===== config.mk =====
export PLATFORM = sky130hd
export DESIGN_NAME = pipeline_fifo
export DESIGN_NICKNAME = d
export VERILOG_FILES = /design/src/rtl/pipeline_fifo.sv
export SDC_FILE = /design/constraint.sdc
export NUM_CORES = 1
export LEC_CHECK = 0
export CAP_MARGIN = 10
export CORE_AREA = 2 2 67 69
export CTS_BUF_LIST = sky130_fd_sc_hd__clkbuf_16
export CTS_CLUSTER_DIAMETER = 40
export CTS_CLUSTER_SIZE = 20
export DETAILED_ROUTE_END_ITERATION = 10
export DIE_AREA = 0 0 69 71
export GPL_TIMING_DRIVEN = 0
export MAX_ROUTING_LAYER = met4
export PLACE_DENSITY = 0.63
export RECOVER_POWER = 100
export SLEW_MARGIN = 0
export SYNTH_ARGS = -nofsm -noshare
export SYNTH_HDL_FRONTEND = slang
export SYNTH_SLANG_ARGS = --single-unit

===== constraint.sdc =====
create_clock -name clk -period 2.2 [get_ports clk]
set_input_delay 0.44 -clock clk [delete_from_list [all_inputs] [get_ports clk]]
set_output_delay 0.44 -clock clk [all_outputs]
set_load 0.03 [all_outputs]

===== src/rtl/pipeline_fifo.sv =====
// pipeline_fifo: first-word-fall-through FIFO with valid/backpressure on both
// sides. Sits upstream of the pipeline registers to absorb bursts. The head
// token and all handshake outputs come only from registered state, so there
// is no combinational path from d/d_valid to q/q_valid or from q_bp to d_bp.
module pipeline_fifo #(
    parameter int Width = 8,
    parameter int Depth = 4,
    parameter int CW    = $clog2(Depth + 1)
) (
    input  logic             clk,
    input  logic             resetn,
    input  logic [Width-1:0] d,
    input  logic             d_valid,
    output logic             d_bp,
    output logic [Width-1:0] q,
    output logic             q_valid,
    input  logic             q_bp,
    output logic [CW-1:0]    count
);

    // Pointer width; a single-slot FIFO still carries a 1-bit pointer that
    // never leaves zero.
    localparam int            PW       = (Depth > 1) ? $clog2(Depth) : 1;
    localparam logic [PW-1:0] LAST_PTR = PW'(Depth - 1);
    localparam logic [CW-1:0] FULL_CNT = CW'(Depth);

    logic [Width-1:0] r_mem [Depth];
    logic [PW-1:0]    r_wr_ptr;
    logic [PW-1:0]    r_rd_ptr;
    logic [CW-1:0]    r_count;

    logic             w_full;
    logic             w_empty;
    logic             w_incoming;
    logic             w_outgoing;

    assign w_full     = (r_count == FULL_CNT);
    assign w_empty    = (r_count == '0);
    // Full blocks input even in a cycle where the consumer drains; the freed
    // slot becomes usable on the following cycle.
    assign w_incoming = d_valid && !w_full;
    assign w_outgoing = !w_empty && !q_bp;

    assign d_bp    = w_full;
    assign q_valid = !w_empty;
    assign q       = r_mem[r_rd_ptr];
    assign count   = r_count;

    // Token storage: written on accept, never reset.
    always_ff @(posedge clk) begin
        if (w_incoming) begin
            r_mem[r_wr_ptr] <= d;
        end
    end

    // Read/write pointers with explicit wrap at Depth-1 (Depth need not be a
    // power of two).
    always_ff @(posedge clk or negedge resetn) begin
        if (!resetn) begin
            r_wr_ptr <= '0;
            r_rd_ptr <= '0;
        end else begin
            if (w_incoming) begin
                r_wr_ptr <= (r_wr_ptr == LAST_PTR) ? '0 : r_wr_ptr + 1'b1;
            end
            if (w_outgoing) begin
                r_rd_ptr <= (r_rd_ptr == LAST_PTR) ? '0 : r_rd_ptr + 1'b1;
            end
        end
    end

    // Occupancy: simultaneous accept and drain leave the count unchanged.
    always_ff @(posedge clk or negedge resetn) begin
        if (!resetn) begin
            r_count <= '0;
        end else begin
            case ({w_incoming, w_outgoing})
                2'b10:   r_count <= r_count + 1'b1;
                2'b01:   r_count <= r_count - 1'b1;
                default: r_count <= r_count;
            endcase
        end
    end

endmodule


==> impl_metrics.csv <==
group,metric,value,unit
status,status,"finished clean",
timing,timing.fmax,463,MHz
finish,final_util,48.8,%
finish,insertedDiodeCount,0,
yosys,synth-xor-area-share,1.64,%
finish,final_common_cell,"edfxtp_1",
clock_network,cts_buffers,5,
clock_network,clk_path_buf_depth,2,
yosys,synth-compound-area-share,0,%
clock_network,cts-root-buf,"clkbuf_16",
global_routing,grt_max_degree,13,
finish,nets,131,
yosys,syn_area,0.00161,mm2
worst_setup_path,slowest_delay,0.60,ns
yosys,synth-simple-area-share,4.67,%
yosys,avgSynthCellArea,19.8,um2
die,core-area,0.00420,mm2
clock_network,cts_num_sinks,39,
global_routing,gr-total-overflow,0,
die,io_pins,25,
finish,seqCellArea,0.00114,mm2
worst_setup_path,path_depth,2,
yosys,synth_top_family_by_area,"multiplexers",
timing,holdWs,0.497,ns
detailed_routing,first_pass_iters,2,
place,dp_cells,157,
timing,max_slew_margin,55.6,%
worst_setup_path,path_class,"flip-flop to output pin",
worst_setup_path,cp-endpoint,"q_valid",
global_routing,grt_pass1_vias,917,
yosys,synth_cell_type_count,19,
pwr,total_power,2.97,mW
clock_network,worst_skew_pair.late_latency,0.27,ns
timing,rsz0062_at_grt,"no",
die,die_h,71,um
yosys,synth-seq-cells,39,
detailed_routing,drt-total-wl,2.55,mm
worst_setup_path,critical_path.max_fanout,5,
clock_network,htree_levels,2,
yosys,synth_nets,100,
die,rows,24,
global_routing,grt_usage,12.4,%
detailed_routing,vias,798,
pwr,leakagePower,0.763,nW
worst_setup_path,crit_buf_inv,1,
worst_setup_path,critPathLaunch,"count[0]",
yosys,synth_area_leaders,"edfxtp_1 60%, mux4_2 11%, dfrtp_1 11%",
finish,final_area,0.00205,mm2
finish,synthToLayoutAreaGrowth,27.6,%
place,io_buffers,24,
detailed_routing,dr.first_iter.drc_count,25,
pwr,powerDensity,1450,mW/mm2
worst_setup_path,cpLargestDelayFamily,"buffers and inverters",
finish,instances_no_fill,165,
die,die-area,0.00490,mm2
worst_setup_path,endpoint_kind,"output pin",
timing,setup_violations,0,
worst_setup_path,cp.required,1.76,ns
timing,skew,0.00360,ns
global_routing,antenna_found_initial,0,
place,place_congestion,0.602,
worst_setup_path,r2r_slack,0.25,ns
yosys,synth_cells,81,
timing,period_needed,2.16,ns
job,maxCapViolations,0,
finish,mostFrequentLayoutCells,"32 x edfxtp_1, 12 x dlygate4sd3_1, 8 x mux4_2",
detailed_routing,wl_per_cell,15.4,um
place,place_area,0.00193,mm2
yosys,synth_top_area_cell,"edfxtp_1",
worst_setup_path,r2r_start,"count[1]",
finish,multiInputGateArea,453,um2
die,start_util,38.2,%
clock_network,cts_tree,"done",
yosys,yosys_warnings,0,
clock_network,cts_hold_buf,0,
pwr,peakVddDrop,0.719,mV
detailed_routing,avgViaCountPerCell,4.84,
worst_setup_path,path_cells,"or3_4, clkdlybuf4s50_1",
yosys,synth_top_area_share,59.8,%
yosys,synth_fa_ha_area_share,5.92,%
finish,n_fill_cell,361,
detailed_routing,drtAntennaViolNets,0,
worst_setup_path,worstReg2RegEnd,"count[2]",
worst_setup_path,cp_slowest_cell,"clkdlybuf4s50_1",
die,die_x,69,um
hold_path,hold_class,"input pin to async pin",
detailed_routing,drc,0,
worst_setup_path,rr_worst_depth,9,
worst_setup_path,worstPathArrival,1.72,ns
clock_network,clkSlewWorstSetupHoldPaths,0.05,ns
yosys,synthMuxAreaShare,15.1,%
place,dp_hpwl,1.74,mm
timing,hold_viol,0,
timing,layout_worst_path_cycle_share,98.2,%
global_routing,grt_pass1_wl,4.43,mm
worst_setup_path,cp-start-kind,"flip-flop",
timing,worst_pin_slew,0.665,ns
yosys,seq_area_frac_synth,70.7,%
finish,drive_gt1_share,27.4,%
timing,maxSlewViolCount,0,
routing by layer:
| metal | vias to the layer above | track usage [%] | part of all wire [%] |
|---|---|---|---|
| met5 | - | - | 0 |
| met4 | 0 | 3.27 | 0.98 |
| met3 | 4 | 5.56 | 6.4 |
| met2 | 25 | 20.4 | 51 |
| met1 | 402 | 13.8 | 41 |
| li1 | 367 | - | - |
synthesized netlist by cell type:
cell type,count
mux2_2,2
ha_1,6
or3_4,1
buf_2,1
fa_1,1
nor3b_1,1
dfrtp_1,7
xor2_1,2
nor2b_4,1
and2_1,4
mux4_2,8
mux2i_1,1
xnor2_1,1
nor2b_1,1
nor2_1,3
buf_1,1
mux2_4,2
edfxtp_1,32
inv_1,6
worst min-delay path by stage:
stage | startpoint | endpoint | slack (ns)
floorplan | resetn | count[0] | 0.14
global placement | count[2] | count[2] | 0.49
detailed placement | count[2] | count[2] | 0.50
CTS | resetn | r_rd_ptr[1] | 0.44
global route | resetn | count[1] | 0.53
finish | resetn | count[1] | 0.50
power by group:
part           internal (mW)  switching, mW  total [mW]
clock network          0.412          0.257       0.670
registers               1.01         0.0994        1.11
logic                  0.520          0.672        1.19
sequential cells by signal (all words and copies together), names as in the netlist:
| register | cells |
|---|---|
| r_mem | 32 |
| count | 3 |
| r_rd_ptr | 2 |
| r_wr_ptr | 2 |
kinds of logic after synthesis:
family,Yosys count
buffers and inverters,8
adder cells (fa/ha/maj),7
flip-flops,39
AND/OR/NAND/NOR,11
XOR/XNOR,3
multiplexers,13
repair_timing:
item	CTS	global route
resized for setup	11	13
setup buffers	0	0
setup endpoints to repair	8	8
metrics by stage:
stage,worst slack [ns],setup TNS [ns]
detailed placement,-0.128,-0.718
global placement,-0.0774,-0.436
floorplan,0.0155,0
finish,0.0406,0
CTS,0.0239,0
global route,0.00167,0
layout make-up:
class	count	area share [%]
clock buffer	5	6.10
timing repair buffer	24	10.4
sequential	39	55.6
tap	52	3.17
buffer	2	0.794
multi-input combinational	34	22.1
clock inverter	3	0.794
inverter	6	1.10
(Power assumes the default switching activity.)
